## config.mk

```make
export PLATFORM = sky130hd
export DESIGN_NAME = fp32_div_flat
export DESIGN_NICKNAME = d
export VERILOG_FILES = /design/src/rtl/fp32_div_if.sv /design/src/rtl/fp32_div.sv /design/src/flat_wrapper.sv
export SDC_FILE = /design/constraint.sdc
export NUM_CORES = 1
export LEC_CHECK = 0
export CORE_UTILIZATION = 60
export DETAILED_ROUTE_END_ITERATION = 7
export GPL_TIMING_DRIVEN = 0
export PLACE_DENSITY = 0.8
export SETUP_SLACK_MARGIN = 0.5
export SLEW_MARGIN = 0
export SYNTH_ARGS = -nofsm -noshare
export SYNTH_HDL_FRONTEND = slang
export SYNTH_SLANG_ARGS = --single-unit
```

## constraint.sdc

```tcl
create_clock -name clk -period 52.8 [get_ports clk]
set_clock_uncertainty 0.2 [all_clocks]
set_input_delay 10.56 -clock clk [delete_from_list [all_inputs] [get_ports clk]]
set_output_delay 10.56 -clock clk [all_outputs]
set_load 0.01 [all_outputs]
```

## src/rtl/fp32_div_if.sv

```systemverilog
// Operand/result bundle for fp32_div: clock enable, start/busy/done handshake,
// x1/x2 operands and the y quotient.
interface fp32_div_if;
  logic        en;
  logic        start;
  logic [31:0] x1;
  logic [31:0] x2;
  logic        busy;
  logic        done;
  logic [31:0] y;

  modport master (output en, start, x1, x2, input busy, done, y);
  modport slave  (input en, start, x1, x2, output busy, done, y);
endinterface

```

## src/rtl/fp32_div.sv

```systemverilog
// Iterative fp32 divider: radix-2 restoring division, fixed 29-cycle latency.
// Define FP32_DIV_ROUND_EN for round-to-nearest-even; default truncates.
module fp32_div (
  input  logic        clk,
  input  logic        rst,
  fp32_div_if.slave   bus
);
  typedef enum logic [2:0] {IDLE, PREP, DIV, NORM, PACK} state_t;

  state_t      state;
  logic [4:0]  cnt;
  logic [31:0] xa, xb, y_r, spec_y;
  logic        busy_r, done_r, sign, spec, stk;
  logic [24:0] rem;
  logic [23:0] dv;
  logic [25:0] q;
  logic [9:0]  e;

  function automatic logic [4:0] lzc24(input logic [23:0] m);
    logic found;
    lzc24 = 5'd0;
    found = 1'b0;
    for (int i = 23; i >= 0; i--) begin
      if (!found) begin
        if (m[i]) found = 1'b1;
        else      lzc24 = lzc24 + 5'd1;
      end
    end
  endfunction

  // Operand unpack and denormal normalisation, consumed in PREP
  logic [23:0] m1_raw, m2_raw, m1n, m2n;
  logic [4:0]  lz1, lz2;
  logic [9:0]  e1, e2;
  logic        inf_c, zero_c;
  always_comb begin
    m1_raw = {|xa[30:23], xa[22:0]};
    m2_raw = {|xb[30:23], xb[22:0]};
    lz1    = lzc24(m1_raw);
    lz2    = lzc24(m2_raw);
    m1n    = m1_raw << lz1;
    m2n    = m2_raw << lz2;
    e1     = (|xa[30:23] ? {2'b00, xa[30:23]} : 10'd1) - 10'd127 - {5'd0, lz1};
    e2     = (|xb[30:23] ? {2'b00, xb[30:23]} : 10'd1) - 10'd127 - {5'd0, lz2};
    inf_c  = (&xa[30:23]) | (&xb[30:23]) | ~|xb[30:0];
    zero_c = ~|xa[30:0];
  end

  // One restoring step; the partial remainder stays below 2*dv < 2^25
  logic        ge;
  logic [23:0] diff;
  logic [24:0] rem_nx;
  always_comb begin
    ge     = rem >= {1'b0, dv};
    diff   = rem[23:0] - dv;
    rem_nx = ge ? {diff, 1'b0} : {rem[23:0], 1'b0};
  end

  // Exponent bias, denormal shift, optional rounding
  logic [9:0]  b, sh;
  logic [26:0] vec, shv;
  logic [25:0] qs;
  logic [7:0]  expf;
  logic [30:0] mag;
  logic        ss, lost, ovf;
  logic [31:0] res;
  always_comb begin
    b    = e + 10'd127;
    sh   = 10'd1 - b;
    vec  = {q, stk};
    shv  = vec;
    lost = 1'b0;
    qs   = q;
    ss   = stk;
    expf = b[7:0];
    ovf  = $signed(b) > 10'sd254;
    if ($signed(b) <= 10'sd0) begin
      if (sh > 10'd26) begin
        shv  = 27'd0;
        lost = |vec;
      end else begin
        shv  = vec >> sh;
        lost = |(vec & ~(27'h7FF_FFFF << sh));
      end
      qs   = shv[26:1];
      ss   = shv[0] | lost;
      expf = 8'd0;
    end
    mag = {expf, qs[24:2]};
`ifdef FP32_DIV_ROUND_EN
    // Carry out of the fraction walks naturally into the exponent field
    mag = mag + {30'd0, qs[1] & (qs[0] | ss | qs[2])};
`endif
    res = spec ? spec_y : ovf ? {sign, 8'hFF, 23'h0} : {sign, mag};
  end

`ifdef FP32_DIV_ROUND_EN
  logic unused_bits;
  assign unused_bits = qs[25];
`else
  logic unused_bits;
  assign unused_bits = ^{qs[25], qs[1:0], ss};
`endif

  always_ff @(posedge clk or posedge rst) begin
    if (rst) begin
      state  <= IDLE;
      cnt    <= 5'd0;
      xa     <= 32'd0;
      xb     <= 32'd0;
      y_r    <= 32'd0;
      spec_y <= 32'd0;
      busy_r <= 1'b0;
      done_r <= 1'b0;
      sign   <= 1'b0;
      spec   <= 1'b0;
      stk    <= 1'b0;
      rem    <= 25'd0;
      dv     <= 24'd0;
      q      <= 26'd0;
      e      <= 10'd0;
    end else if (bus.en) begin
      case (state)
        IDLE: begin
          done_r <= 1'b0;
          if (bus.start) begin
            xa     <= bus.x1;
            xb     <= bus.x2;
            busy_r <= 1'b1;
            state  <= PREP;
          end
        end
        PREP: begin
          sign   <= xa[31] ^ xb[31];
          spec   <= inf_c | zero_c;
          spec_y <= inf_c ? {xa[31] ^ xb[31], 8'hFF, 23'h0} : {xa[31] ^ xb[31], 31'h0};
          rem    <= {1'b0, m1n};
          dv     <= m2n;
          e      <= e1 - e2;
          q      <= 26'd0;
          cnt    <= 5'd0;
          state  <= DIV;
        end
        DIV: begin
          q   <= {q[24:0], ge};
          rem <= rem_nx;
          cnt <= cnt + 5'd1;
          if (cnt == 5'd25) state <= NORM;
        end
        NORM: begin
          if (!q[25]) begin
            q <= {q[24:0], 1'b0};
            e <= e - 10'd1;
          end
          stk   <= |rem;
          state <= PACK;
        end
        PACK: begin
          y_r    <= res;
          done_r <= 1'b1;
          busy_r <= 1'b0;
          state  <= IDLE;
        end
        default: state <= IDLE;
      endcase
    end
  end

  assign bus.y    = y_r;
  assign bus.busy = busy_r;
  assign bus.done = done_r;
endmodule

```

## src/flat_wrapper.sv

```systemverilog
// flat-port wrapper written by rule: the top's interface ports become plain ports
module fp32_div_flat 
  (clk, rst, bus_en, bus_start, bus_x1, bus_x2, bus_busy, bus_done, bus_y);
  fp32_div_if bus_i ();
  input  logic clk;
  input  logic rst;
  input wire logic [$bits(bus_i.en)-1:0] bus_en;
  input wire logic [$bits(bus_i.start)-1:0] bus_start;
  input wire logic [$bits(bus_i.x1)-1:0] bus_x1;
  input wire logic [$bits(bus_i.x2)-1:0] bus_x2;
  output wire logic [$bits(bus_i.busy)-1:0] bus_busy;
  output wire logic [$bits(bus_i.done)-1:0] bus_done;
  output wire logic [$bits(bus_i.y)-1:0] bus_y;
  assign bus_i.en = bus_en;
  assign bus_i.start = bus_start;
  assign bus_i.x1 = bus_x1;
  assign bus_i.x2 = bus_x2;
  assign bus_busy = bus_i.busy;
  assign bus_done = bus_i.done;
  assign bus_y = bus_i.y;
  fp32_div u_core (.clk(clk), .rst(rst), .bus(bus_i));
endmodule
```

After elaboration in Yosys (flattened, before gate mapping):

Cells that the tools add are included.

* logic and storage cells: 321
* bits in registers: 226
* input bits: 68

* add/sub/neg operators: 56
* shift operators: 3
* reduce and logical (&&, ||, !) cells: 25
* muxes and demuxes: 205
* equal/unequal tests: 8
* bitwise operators: 4
* $lt $le $gt $ge: 4

Operator list (number)
* 2-to-1 mux 5 bit: 92
* adder 5 x 1 -> 5 bit (second input constant): 45
* 2-to-1 mux 1 bit: 93
* case mux 26 bit (3 select lines): 1
* 2-to-1 mux 31 bit: 2
* OR reduction 31 bit: 2
* 2-to-1 mux 26 bit: 2
* 2-to-1 mux 25 bit: 2
* case mux 25 bit (2 select lines): 1
* << shifter 24 x 5 -> 24 bit: 2
* 2-to-1 mux 32 bit: 1
* >> shifter 27 x 10 -> 26 bit: 1
* greater-or-equal comparator 25 x 24 -> 1 bit: 1
* OR reduction 25 bit: 1
* 2-to-1 mux 8 bit: 3
* subtractor 24 bit: 1
* case mux 10 bit (2 select lines): 1
* subtractor 10 x 5 -> 10 bit: 2
* subtractor 10 x 7 -> 10 bit (second input constant): 2
* AND reduction 8 bit: 2
* OR reduction 8 bit: 2
* AND reduction 3 bit: 5
* case mux 3 bit (4 select lines): 1
* AND reduction 2 bit: 6
* other kinds (24): 34

Longest topological paths before layout:

* word-level depth: 74
* depth in mapped cells: 95

Worst setup path after synthesis:

Ideal clock, no wire load.

* path kind: reg-to-reg
* start: reg u_core.xb[25]
* end: reg u_core.e[9]
* clock period less this slack: 16.554 ns
* arrival time: 16.272 ns
* setup slack: 36.246 ns
* data required time: 52.517 ns
* stages on the path, launching flop included: 94
* setup time: 0.083 ns
* cells stage by stage: dfrtp_1 nor4_2 nand3_1 clkbuf_1 inv_1 ha_1 nor2_1 nor2_1 ha_1 nand2b_1 a21oi_1 ha_1 nand2_1 o21ai_0 ha_1 nor2_1 nor2_1 ha_1 [58 not listed] nand2_1 xnor2_1 xnor2_1 inv_2 clkbuf_1 fa_1 inv_1 ha_1 o21ai_0 nand2b_1 a21o_1 a21o_1 a21o_1 a21oi_1 o21bai_1 a211oi_1 a21oi_1 o21ai_0

* cells in the longest elaborated chain, start to end: 74
* elaborated cells on any way between the ends: 99

Ends and longest elaborated chain
* start: declaration: line fp32_div.sv:12 `logic [31:0] xa, xb, y_r, spec_y;`
* start signal: assignment: line fp32_div.sv:128 `xb <= bus.x2;`
* OR reduction 8 bit: line fp32_div.sv:38, fp32_div.sv:44
* 2-to-1 mux 1 bit: line fp32_div.sv:25 `if (m[i]) found = 1'b1;`
* adder 1 x 1 -> 2 bit: line fp32_div.sv:26 `else lzc24 = lzc24 + 5'd1;`
* 2-to-1 mux 5 bit: line fp32_div.sv:25
* 2-to-1 mux 5 bit: line fp32_div.sv:24 `if (!found) begin`
* adder 5 x 1 -> 5 bit: line fp32_div.sv:26
* 2-to-1 mux 5 bit: line fp32_div.sv:25
* 2-to-1 mux 5 bit: line fp32_div.sv:24
* [58 not listed]
* 2-to-1 mux 5 bit: line fp32_div.sv:25
* 2-to-1 mux 5 bit: line fp32_div.sv:24
* adder 5 x 1 -> 5 bit: line fp32_div.sv:26
* 2-to-1 mux 5 bit: line fp32_div.sv:25
* 2-to-1 mux 5 bit: line fp32_div.sv:24
* subtractor 10 x 5 -> 10 bit *: line fp32_div.sv:44 `e2 = (|xb[30:23] ? {2'b00, xb[30:23]} : 10'd1) - 10'd127 - {5'd0, lz2};`
* subtractor 10 bit *: line fp32_div.sv:139 `e <= e1 - e2;`
* case mux 10 bit (2 select lines) *: line fp32_div.sv:123 `case (state)`
* end signal: assignment: line fp32_div.sv:139
* end signal: assignment: line fp32_div.sv:153 `e <= e - 10'd1;`
* end: declaration: line fp32_div.sv:17 `logic [9:0] e;`

Mark *: on every way between the ends. The rest lies on a longest branch, timed or not.
A chain may end at the register's enable or synchronous reset.

Worst setup path in the final report:

* start: reg u_core.xb[30]
* end: reg u_core.e[9]

Same word-level chain as after synthesis.

==> out/summary.txt <==
Maximum buffer depth of the clock tree -> 2
Synthesized instance count -> 2,235
TritonCTS clock tree -> done
Routed length per placed instance -> 19.2 um
Floorplan die area -> 31,200 um2
Primary FF master, synth -> dfrtp_1
Register-to-register setup slack -> 32.99 ns
Via count of the first global-routing pass -> 16,700
Via count normalized by instance count -> 6.29
Maximum fanout count along the critical path -> 10
P&R area growth vs syn -> 11.7%
Commonest non-fill, non-tap cell in the layout -> nand2_1
Htree depth -> 4
Drt drc -> 0
Worst-Margin Slew -> 1.28 ns
Count of unique library cells instantiated by Yosys -> 94
Number of vias after detailed routing -> 17,400
Reg-to-reg critical path startpoint -> u_core.xb[30]$_DFFE_PP0P_
Headroom to the max-slew limit -> 13.8%
Status -> finished clean
Number of hold violations in the final report -> 0
Number of fill cells in the layout -> 2,487
Largest net degree at the start of global routing -> 104
Minimum setup slack in the final design -> 32.99 ns
Required arrival time at the worst endpoint -> 52.99 ns
Number of top-level pins -> 102
Proportion of register bits with asynchronous set or reset after synthesis -> 100%
CTS hold repair buffers -> 0
Horizontal die dimension -> 177 um
Total iterations of the first detailed-routing run -> 7
First-pass GRT wire length -> 86,300 um
Clock root cell -> clkbuf_16
Highest ir drop seen on vdd -> 0.0000397 V
Number of CTS-inserted buffers -> 17
Average footprint of a synthesized cell -> 8.19 um2
Length of routed met3 wiring -> 4210 um
Drt first-iter violations -> 1,776
Effective utilization at floorplan -> 61.5%
Max Cap Violations -> 0
CP dominant cell by count -> ha_1
Pre-CTS setup slack -> 33.45 ns
Post-CTS resize count -> 0
Portion of synthesized cell area occupied by the leading cell type -> 26.5%
Overall die height -> 177 um
Post-Route WL -> 53,100 um
Warnings from Yosys -> 0
RD Place Congestion -> 0.994
Critical Path Max Stage Delay -> 1.04 ns
Crit Path Category -> reg2reg
Post-synthesis sequential area ratio -> 26.5%
Placeable core region -> 29,800 um2
Smallest hold slack -> 0.283 ns
Clock Sink Count -> 194
Register-to-Register Path Depth -> 93
Setup_tns -> 0 ns
M1 WL -> 23,700 um
Placed wire-length estimate -> 41,100 um
Count of state elements after synthesis -> 194
Critical Path End -> u_core.e[9]$_DFFE_PP0P_
Critical Path Source -> u_core.xb[30]$_DFFE_PP0P_
FF-to-FF End -> u_core.e[9]$_DFFE_PP0P_
Highest clock rate -> 50.5 MHz
Number of placement rows -> 63
Clock latency reported for the late side of the worst-skew pair -> 0.47 ns
Top layer in use -> met4
Top library cells by usage in the layout, fill and taps aside -> 275 x nand2_1, 196 x nor2_1, 194 x dfrtp_1
Final max-slew violation count -> 0
GRT Residual Overflow -> 0
Leak Pwr -> 9.00 nW
Worst setup SP type -> flip-flop
Power per cell area -> 58.6 nW/um2
Number of antenna violations at the first check in global routing -> 0
Yosys top cell by area -> dfrtp_1
Overall power of the completed layout -> 1.20 mW
Type of the most critical hold path -> reg2reg
IO Port Bufs -> 101
Most area-consuming cells after synthesis -> dfrtp_1 27%, mux2i_1 7.8%, mux2_2 6.3%
Synthesized Nets -> 2,401
Arrival time at the worst endpoint -> 20.00 ns
Minimum clock period after layout -> 19.81 ns
Ratio of final minimum period to clock period -> 37.5%
Final instance area -> 20,500 um2
Mapped cell area -> 18,300 um2
Post-detailed-placement cell area -> 19,800 um2
Slowest cell on the critical path -> nor3_1
Fraction of final layout cells with drive strength greater than 1 -> 8.23%
Count of flip-flops with a built-in enable after synthesis -> 0
Nets -> 2,522
Inserted Diodes -> 0
Clock transition time at the flip-flop clock pins of the worst setup and hold paths -> 0.09 ns
Unrepaired setup endpoints after global routing -> false
Final Setup Violations -> 0
# Post-CTS Setup Buffers -> 0
Global-route usage over all layers -> 34.7%
Critical Path End Type -> flip-flop
Remaining antenna violation count -> 0
Wire length on met2 -> 24,000 um
sequential cells by signal, indices dropped and copies added (netlist names), 2 cells and up:
name / cells
u_core.e: 10
u_core.xb: 32
u_core.cnt: 5
u_core.q: 26
u_core.rem: 25
u_core.state: 3
u_core.xa: 32
u_core.dv: 24
u_core.spec_y: 2
u_core.bus.y: 32
stage by stage:
stage	std cells	utilization (%)
6_report	2759	68.7
5_1_grt	2759	68.7
4_1_cts	2759	68.7
3_5_place_dp	2727	66.6
3_3_place_gp	2726	66.5
2_1_floorplan	2235	-
where the power goes:
| group | total (mW) | internal [mW] | switching, mW |
|---|---|---|---|
| clock | 0.140 | 0.0655 | 0.0744 |
| combinational | 0.799 | 0.313 | 0.486 |
| sequential | 0.259 | 0.204 | 0.0554 |
| total | 1.20 | 0.582 | 0.616 |
worst max-delay path, delay by kind of cell (launching register included):
| kind | cells | cell delay (ns) |
|---|---|---|
| adders and majority gates | 24 | 7.59 |
| AOI/OAI and AO/OA | 26 | 4.00 |
| and+or+nand+nor | 24 | 3.20 |
| muxes | 11 | 2.10 |
| buffers and inverters | 6 | 1.35 |
| xor gates and xnor gates | 2 | 0.82 |
| DFF | 1 | 0.45 |
cell families (layout without fill, tap and decap cells):
| family | Yosys count | in the layout | share of synthesized area (%) |
|---|---|---|---|
| DFF | 194 | 194 | 26.5 |
| buffers and inverters | 244 | 378 | 5.18 |
| muxes | 258 | 258 | 15.6 |
| AOI/OAI and AO/OA | 533 | 533 | 17.9 |
| and+or+nand+nor | 775 | 775 | 20.0 |
| xor gates and xnor gates | 129 | 129 | 7.49 |
| adders and majority gates | 102 | 102 | 7.37 |
worst min-delay path by stage:
stage / startpoint / to / depth (start not counted)
global route: u_core.bus.y[16]$_DFFE_PP0P_ / u_core.bus.y[16]$_DFFE_PP0P_ / 2
floorplan: u_core.q[1]$_DFFE_PP0P_ / u_core.q[1]$_DFFE_PP0P_ / 2
global placement: u_core.q[1]$_DFFE_PP0P_ / u_core.q[1]$_DFFE_PP0P_ / 2
CTS: u_core.q[1]$_DFFE_PP0P_ / u_core.q[1]$_DFFE_PP0P_ / 2
finish: u_core.spec_y[31]$_DFFE_PP0P_ / u_core.bus.y[31]$_DFFE_PP0P_ / 2
detailed placement: u_core.q[1]$_DFFE_PP0P_ / u_core.q[1]$_DFFE_PP0P_ / 2
synthesized netlist by cell type (all sizes together), types with 6 or more instances:
cell type	instances
buf	16
or4	6
a22o	6
nand3	67
or3	11
o21ai	160
mux2	104
and3	11
o221ai	12
nor3	49
a211oi	23
dfrtp	194
and2	13
o21a	14
clkbuf	110
a21boi	6
xor2	47
xnor2	72
a31oi	17
o31ai	12
o211ai	9
a21oi	155
inv	118
nor4	16
mux2i	143
nand4	21
nand2	276
nor2b	48
a21o	19
nor2	197
nand2b	37
ha	87
mux4	11
o22ai	25
a22oi	27
fa	11
xnor3	8
final cells by class:
cell class	count	area [um2]	area share, %
sequential	194	4850	23.7
timing repair buffer	102	1040	5.08
buffer	126	505	2.47
tap	390	488	2.39
multi-input combinational	1797	12500	61.1
clock inverter	15	189	0.923
inverter	118	450	2.20
clock buffer	17	425	2.08
layer usage:
metal | global-route usage, % | up-vias
met4 | 9.66 | 0
li1 | - | 8200
met2 | 54.9 | 729
met1 | 47.9 | 8323
met5 | 0 | -
met3 | 7.30 | 110
(Power assumes the default switching activity.)
